## src/rtl/inst_fetch.sv

```systemverilog
// Instruction fetch front end: owns the PC, issues single-outstanding memory
// requests and holds one fetched instruction for the decoder handshake.
module inst_fetch #(
    parameter logic [31:0] RESET_PC = 32'h0000_0000
) (
    input  logic        clk,
    input  logic        resetn,
    output logic        imem_req,
    output logic [31:0] imem_addr,
    input  logic        imem_gnt,
    input  logic        imem_rvalid,
    input  logic [31:0] imem_rdata,
    output logic        inst_valid,
    input  logic        inst_ready,
    output logic [31:0] inst,
    output logic [31:0] inst_pc,
    output logic [5:0]  opcode,
    input  logic        redirect,
    input  logic [31:0] redirect_pc
);

    typedef enum logic [1:0] {S_IDLE, S_REQ, S_WAIT, S_HOLD} state_t;

    state_t      state, state_nxt;
    logic [31:0] pc;
    logic [31:0] req_pc;
    logic        drop;
    logic        capture;

    function automatic logic [31:0] word_align(input logic [31:0] a);
        return {a[31:2], 2'b00};
    endfunction

    function automatic logic [31:0] next_word(input logic [31:0] a);
        return a + 32'd4;
    endfunction

    // A response is kept only when no redirect has overtaken it.
    assign capture = (state == S_WAIT) && imem_rvalid && !drop && !redirect;

    always_ff @(posedge clk or negedge resetn) begin
        if (!resetn) begin
            state <= S_IDLE;
        end else begin
            state <= state_nxt;
        end
    end

    always_comb begin
        state_nxt = state;
        case (state)
            S_IDLE: state_nxt = S_REQ;
            S_REQ: begin
                if (imem_gnt) state_nxt = S_WAIT;
            end
            S_WAIT: begin
                if (imem_rvalid) state_nxt = (drop || redirect) ? S_REQ : S_HOLD;
            end
            S_HOLD: begin
                if (inst_ready || redirect) state_nxt = S_REQ;
            end
            default: state_nxt = S_IDLE;
        endcase
    end

    always_comb begin
        imem_req  = (state == S_REQ);
        imem_addr = pc;
    end

    always_ff @(posedge clk or negedge resetn) begin
        if (!resetn) begin
            pc     <= word_align(RESET_PC);
            req_pc <= '0;
            drop   <= 1'b0;
        end else begin
            if (redirect) begin
                pc <= word_align(redirect_pc);
            end else if (capture) begin
                pc <= next_word(req_pc);
            end

            if (state == S_REQ && imem_gnt) begin
                req_pc <= pc;
                drop   <= redirect;
            end else if (state == S_WAIT) begin
                if (imem_rvalid) begin
                    drop <= 1'b0;
                end else if (redirect) begin
                    drop <= 1'b1;
                end
            end
        end
    end

    // Output buffer toward the decoder
    always_ff @(posedge clk or negedge resetn) begin
        if (!resetn) begin
            inst_valid <= 1'b0;
            inst       <= '0;
            inst_pc    <= '0;
            opcode     <= '0;
        end else begin
            if (capture) begin
                inst_valid <= 1'b1;
                inst       <= imem_rdata;
                inst_pc    <= req_pc;
                opcode     <= imem_rdata[31:26];
            end else if (state == S_HOLD && (inst_ready || redirect)) begin
                inst_valid <= 1'b0;
            end
        end
    end

endmodule

```

## config.mk

```make
export PLATFORM = sky130hd
export DESIGN_NAME = inst_fetch
export DESIGN_NICKNAME = d
export VERILOG_FILES = /design/src/rtl/inst_fetch.sv
export SDC_FILE = /design/constraint.sdc
export NUM_CORES = 1
export LEC_CHECK = 0
export ABC_AREA = 1
export CORE_MARGIN = 5
export CORE_UTILIZATION = 43
export CTS_CLUSTER_DIAMETER = 60
export DETAILED_ROUTE_END_ITERATION = 8
export PLACE_DENSITY = 0.78
export SYNTH_ARGS = -nofsm -noshare
export SYNTH_HDL_FRONTEND = slang
export SYNTH_SLANG_ARGS = --single-unit
```

## constraint.sdc

```tcl
create_clock -name clk -period 1.44 [get_ports clk]
set_input_delay 0.216 -clock clk [delete_from_list [all_inputs] [get_ports clk]]
set_output_delay 0.216 -clock clk [all_outputs]
set_load 0.01 [all_outputs]
```

==> run_results.csv <==
group,metric,value,unit
final_layout,diodes_inserted,0,
synth,yosysSeqAreaShare,54.9,%
synth,netlist_area,6020,sq um
die,floorplan.initialDensity,43.5,%
grt,fraction_of_met2_tracks_used_by_global_routing,38.6,%
synth,synth-warning-count,0,
power,p_sw_share,35.9,%
synth,synth_top_area_share,54.9,%
die,floorplan.die.height,128,microns
grt,grt_busiest_layer,"met2",
critical_path,critical-path-max-stage-delay,0.36,ns
final_layout,layout.nets,1076,
timing,timing.final.crit_share,114,%
critical_path,crit_slowest_cell,"dfrtp_1",
final_layout,drive_above_1_share,25.5,%
grt,gr-total-overflow,0,
placed_design,postPlaceCellArea,8400,sq um
timing,slew_headroom,68.6,%
run_status,outcome,"complete, but fails checks",
power,seq_power_share,37.6,%
route,drt_iter0_markers,486,
timing,setup-violations-final,100,
timing,slew_violations,0,
placed_design,total_instance_count_after_detailed_placement,1126,
critical_path,worst_ep_required_time,1.72,ns
power,logic_pwr_share,37.0,%
power,clkPwrFrac,25.5,%
final_layout,layoutNonFillerInstCount,1195,
synth,synth_top_cells_by_count,"nand2_1 (291), dfrtp_1 (132), o21ai_0 (78)",
final_layout,footprint_of_the_flip_flops_and_latches,3310,sq um
grt,first_global_vias,6273,
power,post-layout-total-power,0.0159,W
placed_design,dp_hpwl,12.8,mm
die,floorplan.io_pins,174,
synth,syn-mean-instance-area,8.07,sq um
power,power.net_switching,0.00569,W
cts,root_buffer,"clkbuf_16",
cts,clock_tree.buffer_depth,2,
power,power_report.internal_total,0.0102,W
critical_path,timing.reg2reg.worst_path_depth,9,
final_layout,multi_input_combinational_cell_area,2770,sq um
final_layout,synthToLayoutAreaGrowth,65.2,%
die,floorplan.die_area,16500,sq um
worst_hold_path,min_path_type,"primary input to asynchronous set/reset pin",
power,power.density_cell_area,1600,nW/um^2
critical_path,crit_type,"flop to flop",
cts,htree_levels,4,
critical_path,path_common_cell,"nor2_4",
route,detail_route.drc_violations,0,
placed_design,globalplace.congestion,0.899,
critical_path,regToRegEndpoint,"imem_addr[19]",
timing,timing.setup.tns,-8.18,ns
critical_path,reg2reg_from,"req_pc[2]",
critical_path,worst-path-max-fanout,7,
synth,yosysUniqueCellTypes,32,
cts,numCtsBuffers,17,
timing,rsz0062_at_grt,"true",
grt,grt.met3_usage,8.83,%
flow_run,timing.max_cap.violations,0,
timing,worst_slew_pin_slew,0.467,ns
grt,wire_length_of_the_first_global_routing_pass,31.7,mm
grt,use_met1,30.6,%
critical_path,crit_path_cell_trace,"buf_4 > buf_6 > inv_2 > nor2_4 > nand2_4 > nor2_4 > nand3_1 > nand3_2 > nand4_1",
timing,finClkSkew,0.00640,ns
route,vias,6221,
critical_path,critical_path_arrival,1.92,ns
route,drt_wl_cell,17.1,microns
synth,postSynth.asyncResetShare,100,%
timing,finalHoldViolCount,0,
route,route.final.wire_length,20.5,mm
run_status,failed_checks,"setup timing",
placed_design,port_buffers,171,
synth,ys_ff_latch,132,
grt,grt_start_max_net_pins,46,
power,leakage_power_figure,4.96,nW
die,core_area,13800,sq um
grt,initial_antenna_violation_count,0,
timing,worst_hold_slack,0.268,ns
critical_path,type_of_element_launching_the_critical_path,"flop",
critical_path,timing.critical_path.to_type,"flop",
timing,shortest_period_the_worst_path_allows,1.64,ns
synth,syn-num-nets,820,
route,route.antenna.remaining_nets,0,
power,power.ir.vdd_worst,0.955,mV
route,vias_per_cell,5.21,
die,die-width,128,microns
timing,worst_slack,-0.202,ns
critical_path,ff2ff_setup_slack,-0.20,ns
timing,max_clock_freq,0.609,GHz
synth,ys_dominant_reg_cell,"dfrtp_1",
final_layout,layout.filler_cells,970,
die,std_cell_rows,43,
synth,number_of_enable_type_register_cells_in_the_synthesized_netlist,0,
synth,synth.most_common_cell,"nand2_1",
final_layout,stdcell_area,9940,sq um
grt,globalRouteTotalUtil,24.5,%
cts,clk_pin_slew_worst_paths,0.06,ns
cts,insertion_delay,0.42,ns
cts,clock_tree_from_tritoncts,"built",
synth,post_synth_main_area_contributors,"dfrtp_1 (55%), nand2_1 (18%), o21ai_0 (6.5%), inv_1 (3.9%), nor2_1 (3.2%)",
cts,clock_sinks,132,
synth,postSynthCellCount,746,
route,dr.pass1.iters,6,
synth,library_cell_occupying_the_most_area_in_the_post_synthesis_netlist,"dfrtp_1",
==> layout make-up <==
class	instances	area share (%)
sequential	132	33.3
inverter	63	2.61
clock buffer	22	4.67
tap	180	2.27
multi-input combinational	515	27.8
clock inverter	10	0.831
timing repair buffer	273	28.5
==> metal layers <==
metal / wire [microns] / vias up
met5: 0 / -
met4: 507 / 0
met3: 2170 / 48
met2: 10000 / 309
met1: 7790 / 2984
li1: - / 2880
==> repair_timing <==
action,CTS,global route
pin swaps,30,25
endpoints found under the setup margin,196,106
hold buffers,1,0
resized for setup,228,113
buffers inserted,13,15
gates cloned,10,2
hold endpoints to repair,32,0
==> critical path, delay by kind of cell (launching register included) <==
kind | cells | cell delay [ns]
flops | 1 | 0.36
simple gates | 6 | 0.88
buf+inv | 3 | 0.26
==> power groups by stage <==
stage / Sequential [W] / Clock [W] / Combinational, W
floorplan: 0.00617 / 0 / 0.00193
CTS: 0.00587 / 0.00407 / 0.00533
finish: 0.00596 / 0.00404 / 0.00586
detailed placement: 0.00589 / 0 / 0.00552
global route: 0.00611 / 0.00425 / 0.00643
global placement: 0.00590 / 0 / 0.00541
==> registers in the layout (all words and copies together), names as in the netlist <==
| name | cells |
|---|---|
| imem_addr | 32 |
| inst | 32 |
| inst_pc | 32 |
| req_pc | 32 |
| state | 2 |
| drop | 1 |
| inst_valid | 1 |
==> cell families after synthesis <==
logic type	count (synthesis)	share of synthesized area [%]
AND/OR/NAND/NOR	406	27.8
flip-flops	132	54.9
AO/OA/AOI/OAI	104	9.38
buffers and inverters	99	6.96
adder cells (fa/ha/maj)	4	0.832
XOR/XNOR	1	0.146
==> worst max-delay path by stage <==
| stage | endpoint | cells past startpoint | slack [ns] | from |
|---|---|---|---|---|
| floorplan | imem_addr[21] | 8 | 0.04 | state[0] |
| global placement | imem_addr[13] | 6 | -0.25 | imem_rvalid |
| detailed placement | imem_addr[14] | 6 | -0.33 | redirect |
| CTS | imem_addr[30] | 11 | -0.15 | state[0] |
| global route | imem_addr[19] | 9 | -0.27 | req_pc[2] |
| finish | imem_addr[19] | 9 | -0.20 | req_pc[2] |
==> metrics by stage <==
step	utilization [%]	setup slack [ns]
floorplan	-	0.0363
global placement	60.7	-0.249
detailed placement	60.7	-0.327
CTS	68.9	-0.154
global route	71.9	-0.267
finish	71.9	-0.202
==> cell usage in the layout (no fill, tap or decap), types with 3 or more instances in the layout <==
cell	instances
nand2_1	236
dfrtp_1	130
dlygate4sd2_1	103
clkdlybuf4s50_1	66
inv_1	57
buf_4	52
nand2_2	47
o21ai_0	41
o21ai_1	29
nor2_1	29
buf_6	23
nand3_1	20
clkbuf_16	19
nor2_4	17
nor2_2	15
buf_12	15
nand2_4	10
o21ai_2	9
nand4_1	9
nand3_2	8
buf_16	8
clkinv_2	6
a21oi_1	5
nor3_1	4
nand3b_1	4
a31oi_1	4
o211ai_1	4
inv_2	3
nand3_4	3
o21a_1	3
clkinvlp_4	3
clkbuf_1	3
buf_8	3
Note: power is estimated with default switching activity, not from simulation.
